$ cat src/rtl/hazard_control_unit_pkg.sv
// Shared constants for the 5-stage pipeline hazard controller:
// forwarding-select encodings, the PC register number and FSM states.
package hazard_control_unit_pkg;

    // Operand source selects for the ID-stage forwarding muxes
    localparam logic [1:0] FWD_RF  = 2'b00;
    localparam logic [1:0] FWD_EX  = 2'b01;
    localparam logic [1:0] FWD_MEM = 2'b10;
    localparam logic [1:0] FWD_WB  = 2'b11;

    // R15 is the PC; it is never forwarded and never causes a load-use stall
    localparam logic [3:0] R_PC = 4'd15;

    // Sequencing FSM states
    localparam logic [0:0] ST_RUN      = 1'b0;
    localparam logic [0:0] ST_LU_STALL = 1'b1;

    // Width of the load-bubble down-counter (LOAD_BUBBLES is at most 7)
    localparam int BUB_W = 3;

endpackage

$ cat src/rtl/hazard_control_unit_forwarding_select.sv
// Combinational forwarding priority selector for one ID-stage source
// operand. EX beats MEM beats WB; a load in EX cannot forward because its
// data is not available until MEM.
module forwarding_select
    import hazard_control_unit_pkg::*;
(
    input  logic [3:0] src,
    input  logic       use_src,
    input  logic [3:0] ex_rd,
    input  logic       ex_rf_enable,
    input  logic       ex_load_instr,
    input  logic [3:0] mem_rd,
    input  logic       mem_rf_enable,
    input  logic [3:0] wb_rd,
    input  logic       wb_rf_enable,
    output logic [1:0] sel
);

    logic ex_hit;
    logic mem_hit;
    logic wb_hit;

    assign ex_hit  = ex_rf_enable  && !ex_load_instr && (ex_rd  == src);
    assign mem_hit = mem_rf_enable && (mem_rd == src);
    assign wb_hit  = wb_rf_enable  && (wb_rd  == src);

    // Priority pick of the youngest producer; unused operands and R15 read the RF
    always_comb begin
        sel = FWD_RF;
        if (use_src && (src != R_PC)) begin
            if (ex_hit)
                sel = FWD_EX;
            else if (mem_hit)
                sel = FWD_MEM;
            else if (wb_hit)
                sel = FWD_WB;
        end
    end

endmodule

$ cat src/rtl/hazard_control_unit.sv
// Pipeline sequencing controller: load-use stalls (LOAD_BUBBLES cycles),
// taken-branch IF/ID flushes, operand forwarding selects and saturating
// stall/flush event counters.
module hazard_control_unit
    import hazard_control_unit_pkg::*;
#(
    parameter int LOAD_BUBBLES = 1,
    parameter int CNT_W        = 16
) (
    input  logic             Clk,
    input  logic             Clr,
    input  logic [3:0]       ID_RA,
    input  logic [3:0]       ID_RB,
    input  logic [3:0]       ID_RD,
    input  logic             ID_use_A,
    input  logic             ID_use_B,
    input  logic             ID_use_D,
    input  logic [3:0]       EX_RD,
    input  logic             EX_RF_enable,
    input  logic             EX_load_instr,
    input  logic [3:0]       MEM_RD,
    input  logic             MEM_RF_enable,
    input  logic [3:0]       WB_RD,
    input  logic             WB_RF_enable,
    input  logic             branch_taken,
    output logic             PC_LE,
    output logic             IF_ID_LE,
    output logic             CU_MUX_E,
    output logic             IF_ID_flush,
    output logic [1:0]       fwd_A,
    output logic [1:0]       fwd_B,
    output logic [1:0]       fwd_D,
    output logic [CNT_W-1:0] stall_count,
    output logic [CNT_W-1:0] flush_count
);

    // Remaining bubbles after the first stall cycle taken in RUN
    localparam logic [BUB_W-1:0] BUB_INIT = BUB_W'(LOAD_BUBBLES - 1);
    localparam logic [BUB_W-1:0] BUB_ONE  = BUB_W'(1);

    logic [0:0]       state;
    logic [0:0]       state_nx;
    logic [BUB_W-1:0] bub;
    logic [BUB_W-1:0] bub_nx;
    logic             lu;
    logic             stall;
    logic             flush;
    logic [1:0]       sel_a;
    logic [1:0]       sel_b;
    logic [1:0]       sel_d;
    logic [CNT_W-1:0] stall_q;
    logic [CNT_W-1:0] flush_q;

    // ---------------------------------------------------------------
    // Forwarding selects, one priority selector per source operand
    // ---------------------------------------------------------------
    forwarding_select u_fwd_a (
        .src           (ID_RA),
        .use_src       (ID_use_A),
        .ex_rd         (EX_RD),
        .ex_rf_enable  (EX_RF_enable),
        .ex_load_instr (EX_load_instr),
        .mem_rd        (MEM_RD),
        .mem_rf_enable (MEM_RF_enable),
        .wb_rd         (WB_RD),
        .wb_rf_enable  (WB_RF_enable),
        .sel           (sel_a)
    );

    forwarding_select u_fwd_b (
        .src           (ID_RB),
        .use_src       (ID_use_B),
        .ex_rd         (EX_RD),
        .ex_rf_enable  (EX_RF_enable),
        .ex_load_instr (EX_load_instr),
        .mem_rd        (MEM_RD),
        .mem_rf_enable (MEM_RF_enable),
        .wb_rd         (WB_RD),
        .wb_rf_enable  (WB_RF_enable),
        .sel           (sel_b)
    );

    forwarding_select u_fwd_d (
        .src           (ID_RD),
        .use_src       (ID_use_D),
        .ex_rd         (EX_RD),
        .ex_rf_enable  (EX_RF_enable),
        .ex_load_instr (EX_load_instr),
        .mem_rd        (MEM_RD),
        .mem_rf_enable (MEM_RF_enable),
        .wb_rd         (WB_RD),
        .wb_rf_enable  (WB_RF_enable),
        .sel           (sel_d)
    );

    // ---------------------------------------------------------------
    // Load-use detection: a load in EX whose destination is read in ID.
    // The R15 exclusion on EX_RD also covers the sources, since a match
    // requires equality.
    // ---------------------------------------------------------------
    assign lu = EX_load_instr && EX_RF_enable && (EX_RD != R_PC) &&
                ((ID_use_A && (ID_RA == EX_RD)) ||
                 (ID_use_B && (ID_RB == EX_RD)) ||
                 (ID_use_D && (ID_RD == EX_RD)));

    // Next-state and same-cycle stall/flush decode; a stall always masks a branch
    always_comb begin
        state_nx = state;
        bub_nx   = bub;
        stall    = 1'b0;
        flush    = 1'b0;
        case (state)
            ST_RUN: begin
                if (lu) begin
                    stall = 1'b1;
                    if (LOAD_BUBBLES > 1) begin
                        state_nx = ST_LU_STALL;
                        bub_nx   = BUB_INIT;
                    end
                end else if (branch_taken) begin
                    flush = 1'b1;
                end
            end
            ST_LU_STALL: begin
                stall = 1'b1;
                if (bub == BUB_ONE) begin
                    state_nx = ST_RUN;
                    bub_nx   = '0;
                end else begin
                    bub_nx = bub - BUB_ONE;
                end
            end
            default: begin
                state_nx = ST_RUN;
                bub_nx   = '0;
            end
        endcase
        // Reset presents a free-running pipeline regardless of inputs
        if (Clr) begin
            stall = 1'b0;
            flush = 1'b0;
        end
    end

    // FSM state and bubble counter
    always_ff @(posedge Clk) begin
        if (Clr) begin
            state <= ST_RUN;
            bub   <= '0;
        end else begin
            state <= state_nx;
            bub   <= bub_nx;
        end
    end

    // Saturating event counters; they hold at all-ones instead of wrapping
    always_ff @(posedge Clk) begin
        if (Clr) begin
            stall_q <= '0;
            flush_q <= '0;
        end else begin
            if (stall && (stall_q != {CNT_W{1'b1}}))
                stall_q <= stall_q + CNT_W'(1);
            if (flush && (flush_q != {CNT_W{1'b1}}))
                flush_q <= flush_q + CNT_W'(1);
        end
    end

    // ---------------------------------------------------------------
    // Outputs
    // ---------------------------------------------------------------
    assign PC_LE       = !stall;
    assign IF_ID_LE    = !stall;
    assign CU_MUX_E    = stall;
    assign IF_ID_flush = flush;
    assign fwd_A       = Clr ? FWD_RF : sel_a;
    assign fwd_B       = Clr ? FWD_RF : sel_b;
    assign fwd_D       = Clr ? FWD_RF : sel_d;
    assign stall_count = stall_q;
    assign flush_count = flush_q;

endmodule

$ cat config.mk
export PLATFORM = sky130hd
export DESIGN_NAME = hazard_control_unit
export DESIGN_NICKNAME = d
export VERILOG_FILES = /design/src/rtl/hazard_control_unit_pkg.sv /design/src/rtl/hazard_control_unit_forwarding_select.sv /design/src/rtl/hazard_control_unit.sv
export SDC_FILE = /design/constraint.sdc
export NUM_CORES = 1
export LEC_CHECK = 0
export CAP_MARGIN = 10
export CORE_AREA = 4 4 89 91
export CTS_BUF_LIST = sky130_fd_sc_hd__clkbuf_4 sky130_fd_sc_hd__clkbuf_8
export CTS_CLUSTER_DIAMETER = 30
export DETAILED_ROUTE_END_ITERATION = 8
export DIE_AREA = 0 0 93 95
export PLACE_DENSITY = 0.67
export SLEW_MARGIN = 10
export SYNTH_ARGS = -nofsm -noshare
export SYNTH_HDL_FRONTEND = slang
export SYNTH_HIERARCHICAL = 1
export SYNTH_SLANG_ARGS = --single-unit
export TNS_END_PERCENT = 10
$ cat constraint.sdc
create_clock -name Clk -period 2.3 [get_ports Clk]
set_input_delay 0.23 -clock Clk [delete_from_list [all_inputs] [get_ports Clk]]
set_output_delay 0.23 -clock Clk [all_outputs]
set_load 0.01 [all_outputs]
==> impl_results.md <==
- CTS tree: yes
- Share of synthesized registers carrying an async set or reset: 0%
- Critical Path Source Type: input port
- Fraction of layout cells with a size suffix above 1: around 16%
- GP Congestion: between 0.9 and 1
- Pin count of the biggest net entering global routing: 27
- Placed Area: 0.00372 sq mm
- Combinational share of power: 21.6%
- Vias per cell: about 5
- Pwr dens: around 370 mW/mm^2
- Worst-Margin Slew: 0.489 ns
- # IOs: 76
- Final setup violation count: 0
- Status: finished clean
- Final period util: 98.8%
- Unrepaired setup endpoints after global routing: yes
- Synth Register Bits: 36
- Initial Util: a little over a third
- Syn nets: approximately 350
- First-pass GRT wire length: roughly 12 mm
- CP Max Fanout: 3
- Setup bufs post-CTS: 0
- Area Growth Syn to Fin: 47.5%
- R2r setup slk: between 0.15 and 0.2 ns
- Syn_area_per_cell: 8.32 sq um
- Hold Path Class: reg -> reg
- Fin util: 53.8%
- Global Route Usage Sum: around 16%
- First-pass DRT Iterations: 5
- Max Clk Rate: roughly 440 MHz
- Worst-Skew Late Latency: approximately 0.3 ns
- Top FF cell, synth: dfxtp_1
- Internal power: approximately 1.0 mW
- Port Buffers: between 70 and 80
- NetSw: 0.391 mW
- Core ar.: around 0.007 sq mm
- Routed WL: about 7.0 mm
- CTS Root Cell: clkbuf_8
- Most common cell after layout, fill and taps aside: clkdlybuf4s50_1
- CP arrival: roughly 2 ns
- Skew final: 0.00904 ns
- Min-delay src: bub[1]
- Most frequent cells in the layout: clkdlybuf4s50_1, xor2_1, buf_4
- Avg WL per Cell: around 13 um
- Worst-path clk slew: roughly 0.07 ns
- CTS sink cnt: 36
- Vias in the first global route: 2481
- Total global routing overflow: 0
- Slew Limit Fails: 0
- Final Hold Viols: 0
- Final Net Count: 460
- Leakage power: 1.48 nW
- Min Hold Slack: ~0.49 ns
- Netlist cell types: 49
- EDFF count, synth: 0
- Worst setup slack after layout: between 0.02 and 0.03 ns
- Pre-CTS worst setup slack: -0.458 ns
- Clock network power share: ~34%
- YS warnings: 6
- Worst Reg-to-Reg Cells: 7
- Seq/Total Area, Yosys: roughly 28%
- Worst r2r src: stall_count[4]
- Max_cap viols: 0
- DP HPWL: 5.59 mm
- Detail Route Antenna Nets: 0
- Synth Cell Area: between 0.002 and 0.003 sq mm
- Total CTS buffers: 5
- Antenna fix cells: 0
- WHS Endpoint: bub[1]
- Worst Hold Depth: 2
- CP required: ~2.1 ns
- Remaining DRCs: 0
- Critical path type: in -> out
- Seq pwr share: ~44%
- Max IR drop VDD: around 190 uV
- Die H: about 95 um
- Initial antenna violation count: 0
- Tmin final: 2.27 ns
- H-tree depth: 2
- Die width: between 90 and 100 um
- Slew headroom: 67.0%
- DRT iter0 DRCs: about 100
- Fin area: 0.00384 sq mm
- Worst setup EP type: primary output
- Switching Fraction: a little over a quarter
- Die area: approximately 0.0088 sq mm
- Cells after Synth: between 300 and 400
- Vias: between 2000 and 3000
- RR Endpoint: stall_count[15]
- Clk buf depth: 2
- Num rows: 31
==> cells by family after synthesis <==
group,count (synthesis),synth area share (%)
compound gates,40,11.9
mux,4,1.78
fa+ha+maj,4,1.92
simple gates,136,29.4
xor+xnor,70,23.5
buf+inv,23,3.79
flops,36,27.7
==> through the flow <==
stage	total power [mW]	TNS (ns)	instances
global route	1.50	-0.293	522
finish	1.43	0	522
CTS	1.43	-0.112	522
detailed placement	0.952	-6.16	514
floorplan	0.772	0	313
global placement	0.947	-5.04	514
==> per-layer routing <==
| layer | vias up | share of wire [%] | wire length, um | global-route usage [%] |
|---|---|---|---|---|
| li1 | 1325 | - | - | - |
| met1 | 1186 | 44 | 3100 | 20.0 |
| met2 | 76 | 49 | 3410 | 27.4 |
| met3 | 10 | 5.7 | 401 | 3.75 |
| met4 | 0 | 1.4 | 99 | 4.76 |
| met5 | - | 0 | 0 | 0 |
==> Yosys cell counts (5+ instances only) <==
| cell | count | area share [%] |
|---|---|---|
| xor2_1 | 48 | 16 |
| dfxtp_1 | 36 | 28 |
| nor2_1 | 35 | 5.0 |
| xnor2_1 | 22 | 7.4 |
| nand3_1 | 16 | 3.1 |
| nand2_1 | 13 | 1.9 |
| nor3_1 | 12 | 2.3 |
| and3_1 | 10 | 2.4 |
| inv_1 | 10 | 1.4 |
| clkbuf_1 | 9 | 1.3 |
| nor2b_1 | 9 | 2.2 |
| nor4_1 | 8 | 1.9 |
| nand4_1 | 7 | 1.7 |
| o211ai_1 | 6 | 1.7 |
| o21ai_0 | 6 | 1.2 |
| a21oi_1 | 5 | 0.96 |
==> power groups by stage <==
stage	Sequential, mW	Clock (mW)	Combinational [mW]
final	0.632	0.491	0.310
after global routing	0.633	0.532	0.337
after CTS	0.632	0.499	0.300
after detailed placement	0.647	0	0.305
after global placement	0.647	0	0.300
after floorplan	0.650	0	0.122
==> cell type report <==
| cell class | instances | area [sq um] |
|---|---|---|
| Multi-Input combinational cell | 254 | 1820 |
| Inverter | 10 | 37.5 |
| Sequential cell | 36 | 721 |
| Tap cell | 99 | 124 |
| Timing Repair Buffer | 115 | 1040 |
| Clock inverter | 1 | 7.51 |
| Fill cell | 711 | 3290 |
| Clock buffer | 7 | 90.1 |
==> registers in the layout, summed over array words and instances (netlist names) <==
name         cells
flush_count     16
state            1
stall_count     16
bub              3
==> repair_timing <==
action                     4_1_cts  5_1_grt
pin swaps                        5        4
setup endpoints to repair       12        8
resized for setup               14       10
hold buffers                     0        0
cloned                           0        0
==> worst max-delay path: stages <==
cell	delay, ns
clkdlybuf4s50_1	0.43
xor2_1	0.15
nor3_1	0.20
nand3_1	0.14
a31oi_4	0.22
nor2_1	0.07
or2_2	0.29
dlygate4sd2_1	0.29
==> how the worst max path moves through the flow <==
stage | slack (ns) | cells after the start | startpoint | to
after floorplan | 0.19 | 8 | stall_count[3] | stall_count[15]
final | 0.03 | 8 | ID_RB[2] | IF_ID_LE
after detailed placement | -0.46 | 9 | EX_RD[0] | CU_MUX_E
after CTS | -0.11 | 8 | ID_RD[2] | fwd_D[1]
after global routing | -0.09 | 8 | ID_RA[2] | IF_ID_LE
after global placement | -0.44 | 9 | EX_RD[0] | CU_MUX_E
No activity file was read; power rests on OpenSTA's default activity.
==> edit 1: new RTL, same settings <==
Set the package constant `BUB_W` to 6 (it was 3).
--- a/src/rtl/hazard_control_unit_pkg.sv
+++ b/src/rtl/hazard_control_unit_pkg.sv
@@ -17,5 +17,5 @@
 
     // Width of the load-bubble down-counter (LOAD_BUBBLES is at most 7)
-    localparam int BUB_W = 3;
+    localparam int BUB_W = 6;
 
 endpackage
Check against the original RTL: no difference found for any inputs over 10 cycles, from zero or initial values; that may be too few to reach the edited logic, so the function may still have changed.
==> edit 1 against the original RTL <==
- area after synthesis up 5.9%
- clock power down 4.1%
- critical path depth down 1
- core utilization up 1.6 points
- sequential cell count up 3
- worst hold slack better by 0.0097 ns
- worst setup slack better by 0.093 ns
- cell area up 2.9%
- combinational power about the same
- routed wire length up 13%
- total power up 2.2%
- critical path type unchanged
- critical endpoint is now fwd_A[1]
- largest cell class unchanged
==> edit 1: results (changes against the original RTL) <==
M1 WL: 3600 um (was 3100 um)
Post-Synth Adder-Cell Area: 0.0181 (was 0.0192)
Syn_nets: 384 (was 351)
Setup crit start: ID_RA[2] (was ID_RB[2])
Seq/Total Area, Yosys: 0.283 (was 0.277)
Worst r2r path cells: 5 (was 7)
Number of global-route vias before repair: 2841 (was 2481)
Synth top area cells: dfxtp_1 28%, xor2_1 12%, xnor2_1 5.7% (was dfxtp_1 28%, xor2_1 16%, xnor2_1 7.4%)
Signal buf overhead: 0.261 (was 0.271)
Layout area overhead: 43.4% (was 47.5%)
Critical path endpoint: fwd_A[1] (was IF_ID_LE)
Placed inst area: 3860 um2 (was 3720 um2)
Crit path largest cell delay: 0.45 ns (was 0.43 ns)
Worst-margin pin slew: 0.466 ns (was 0.489 ns)
Worst path arrival time: 1.95 ns (was 2.04 ns)
Fmax: 459 MHz (was 440 MHz)
Clock skew: 0.00369 ns (was 0.00904 ns)
Hold EP: flush_count[15]$_SDFFE_PP0P_ (was bub[1]$_SDFFE_PP0P_)
RR Startpoint: flush_count[6]$_SDFFE_PP0P_ (was stall_count[4]$_SDFFE_PP0P_)
Worst R2R End: flush_count[2]$_SDFFE_PP0P_ (was stall_count[15]$_SDFFE_PP0P_)
Vias per cell: 5.33 (was 4.98)
Pre-CTS worst setup slack: -0.316 ns (was -0.458 ns)
Routability cong.: 0.877 (was 0.942)
Sequential share of cell area: 0.197 (was 0.188)
Met1 usage: 0.231 (was 0.200)
Seq cells post-synth: 39 (was 36)
Clock latency at the later pin of the worst-skew pair: 0.28 ns (was 0.30 ns)
Gr usage total: 0.182 (was 0.160)
Met3 Use GR: 0.0398 (was 0.0375)
#MultiIn Comb: 284 (was 254)
Met2 usage: 0.319 (was 0.274)
Peak VDD IR: 172 uV (was 193 uV)
First-pass iteration count of the detailed router: 4 (was 5)
Dpl hpwl: 6350 um (was 5590 um)
Nets: 491 (was 460)
First-pass GRT wire length: 13200 um (was 11600 um)
Netlist cell types: 51 (was 49)
Mux contribution to synthesized area: 0.0159 (was 0.0178)
Synth Area in XOR/XNOR: 0.175 (was 0.235)
Multi-input combinational area share: 0.480 (was 0.474)
Largest net degree at the start of global routing: 23 (was 27)
Synth Area in Compound Gates: 0.171 (was 0.119)
Status: complete, no violations (unchanged)
Post-cts repair resize count: 26 (was 14)
Fill cell count: 705 (was 711)
==> edit 1: cell types whose count changed after synthesis, sizes merged, moves of 5 or more <==
cell / unedited run / this run
a21oi: 5 / 23
nor4: 12 / 4
nor2: 35 / 25
o31ai: 1 / 8
o21ai: 10 / 16
nand2: 13 / 22
o211ai: 7 / 1
or4: 3 / 8
xor2: 48 / 37
nand3: 17 / 22
or3: 4 / 11
==> edit 1: metrics by stage <==
| step | std cells | TNS (ns) | utilization | hold slack [ns] |
|---|---|---|---|---|
| after global placement | 545 | -6.86 | 0.541 | 0.474 |
| final | 553 | 0 | 0.554 | 0.501 |
| after CTS | 553 | 0 | 0.552 | 0.508 |
| after floorplan | 346 | 0 | - | 0.469 |
| after global routing | 553 | 0 | 0.554 | 0.542 |
| after detailed placement | 545 | -7.01 | 0.541 | 0.491 |
==> edit 1: power by group <==
part	leakage, nW	switching, mW	internal (mW)
combinational	1.10	0.155	0.155
clock	0.0491	0.234	0.237
sequential	0.314	0.00547	0.678
==> edit 2: new RTL, config.mk and constraints unchanged <==
Made on the original files. Register the output `flush_count` once more, without a reset; this adds one clock of latency there. The other outputs are not delayed to match.
--- a/src/rtl/hazard_control_unit.sv
+++ b/src/rtl/hazard_control_unit.sv
@@ -178,5 +178,7 @@
     assign fwd_D       = Clr ? FWD_RF : sel_d;
     assign stall_count = stall_q;
-    assign flush_count = flush_q;
+    always_ff @(posedge Clk) begin
+        flush_count <= flush_q;
+    end
 
 endmodule
Function: changed (Yosys sat finds a counterexample within 4 cycles, from zero or initial values).
==> edit 2 against the original RTL <==
- area after synthesis is 14% higher
- sequential cell count is 16 higher
- core utilization is 6.1 points higher
- routed wire length is 15% higher
- register-to-register slack worse by 0.02 ns
- total power is 25% higher
- combinational power is 4% higher
- die area stayed put
- cell area is 11% higher
- worst setup slack worse by 0.018 ns
- critical endpoint is now CU_MUX_E
- largest power group unchanged
==> edit 2: results (changes against the original RTL) <==
Commonest cells in the synthesized netlist: 52 x dfxtp_1, 33 x xor2_1, 23 x a21oi_1 (was 48 x xor2_1, 36 x dfxtp_1, 35 x nor2_1)
Reg-to-reg slack, setup: 0.14 ns (was 0.16 ns)
Vias: 2925 (was 2597)
Maximum fanout along the worst path: 7 (was 3)
Post-Synthesis Cells: 347 (was 313)
First-pass GRT wire length: 12700 um (was 11600 um)
Synth top area cells: dfxtp_1 35%, xor2_1 9.7%, o31ai_1 4.5% (was dfxtp_1 28%, xor2_1 16%, xnor2_1 7.4%)
Peak VDD IR: 242 uV (was 193 uV)
Largest net degree at the start of global routing: 31 (was 27)
Netlist cell types: 42 (was 49)
CTS clock-pin slew for the worst setup and hold paths: 0.10 ns (was 0.07 ns)
Dpl hpwl: 5800 um (was 5590 um)
P_sw: 0.500 mW (was 0.391 mW)
Seq/Total Area, Yosys: 0.350 (was 0.277)
Number of global-route vias before repair: 2783 (was 2481)
Routability cong.: 0.933 (was 0.942)
Status: complete, no violations (unchanged)
RR Startpoint: stall_count[3]$_SDFFE_PP0P_ (was stall_count[4]$_SDFFE_PP0P_)
Worst R2R End: stall_count[2]$_SDFFE_PP0P_ (was stall_count[15]$_SDFFE_PP0P_)
Syn_nets: 385 (was 351)
Worst hold path type: input pin to flop (was flop to flop)
Gr usage total: 0.177 (was 0.160)
Layout cells sized above 1: 0.166 (was 0.158)
Crit path largest cell delay: 0.45 ns (was 0.43 ns)
Final cell count without fillers: 544 (was 522)
Worst-margin pin slew: 0.479 ns (was 0.489 ns)
Clock latency at the later pin of the worst-skew pair: 0.32 ns (was 0.30 ns)
Nets: 482 (was 460)
Total leakage power: 1.57 nW (was 1.48 nW)
Wire length per cell: 14.8 um (was 13.4 um)
Worst path arrival time: 2.06 ns (was 2.04 ns)
Hold_sp: Clr (was bub[1]$_SDFFE_PP0P_)
edit 2: cell types whose count changed in the layout (fill, tap and decap cells not counted), sizes merged, moves of 9 or more:
cell / delta
a21oi: +18
dfxtp: +16
nor2: -17
o31ai: +17
buf: -9
or4: +15
xor2: -15
edit 2: cell families after synthesis:
group | after synthesis | synth area share
xor gates and xnor gates | 48 | 0.141
DFF | 52 | 0.350
buffers and inverters | 26 | 0.0391
and+or+nand+nor | 141 | 0.273
adders and majority gates | 4 | 0.0168
AOI/OAI and AO/OA | 66 | 0.143
muxes | 10 | 0.0378
edit 2: power groups by stage:
| stage | logic [mW] | registers (mW) | clock network [mW] |
|---|---|---|---|
| global route | 0.346 | 0.913 | 0.610 |
| floorplan | 0.129 | 0.933 | 0 |
| finish | 0.323 | 0.911 | 0.554 |
| global placement | 0.294 | 0.932 | 0 |
| detailed placement | 0.300 | 0.932 | 0 |
| CTS | 0.313 | 0.912 | 0.573 |
edit 2: per-layer routing:
| metal | wire length [um] | global-route usage |
|---|---|---|
| met1 | 3510 | 0.222 |
| met2 | 4020 | 0.303 |
| met3 | 390 | 0.0367 |
| met4 | 138 | 0.0562 |
| met5 | 0 | 0 |
edit 2: worst max-delay path, delay by kind of cell:
kind | cells | cell delay (ns)
buf+inv | 4 | 0.94
simple gates | 3 | 0.42
compound gates | 1 | 0.29
xor+xnor | 1 | 0.17
edit 2: final cells by class:
type	count	area (um2)
flip-flops and latches	52	1040
inverters	11	41.3
repair buffers	105	987
multi-input cells	269	1990
fillers	649	2860
clock inverters	3	27.5
well taps	99	124
clock buffers	5	68.8
edit 2: what timing repair did:
item	in CTS	in global routing
pin swaps	4	2
resized for setup	19	23
endpoints found under the setup margin	10	26
setup buffers	1	0
edit 2: worst max-delay path by stage:
| stage | startpoint | to | slack [ns] | cells past startpoint |
|---|---|---|---|---|
| after floorplan | flush_q[0]$_SDFFE_PP0P_ | flush_q[15]$_SDFFE_PP0P_ | 0.40 | 7 |
| after global routing | EX_RD[0] | CU_MUX_E | -0.12 | 9 |
| after detailed placement | EX_RD[0] | IF_ID_flush | -0.38 | 9 |
| final | EX_RD[3] | CU_MUX_E | 0.01 | 9 |
| after global placement | EX_RD[2] | IF_ID_flush | -0.35 | 9 |
| after CTS | ID_RD[0] | fwd_D[0] | -0.18 | 8 |
edit 2: through the flow:
step	area, um2	worst slack [ns]	hold WS, ns	setup TNS, ns
3_3_place_gp	4020	-0.347	0.364	-6.76
6_report	4280	0.0102	0.337	0
3_5_place_dp	4020	-0.377	0.370	-8.57
2_1_floorplan	2980	0.396	0.355	0
5_1_grt	4280	-0.120	0.367	-0.579
4_1_cts	4160	-0.181	0.335	-0.382
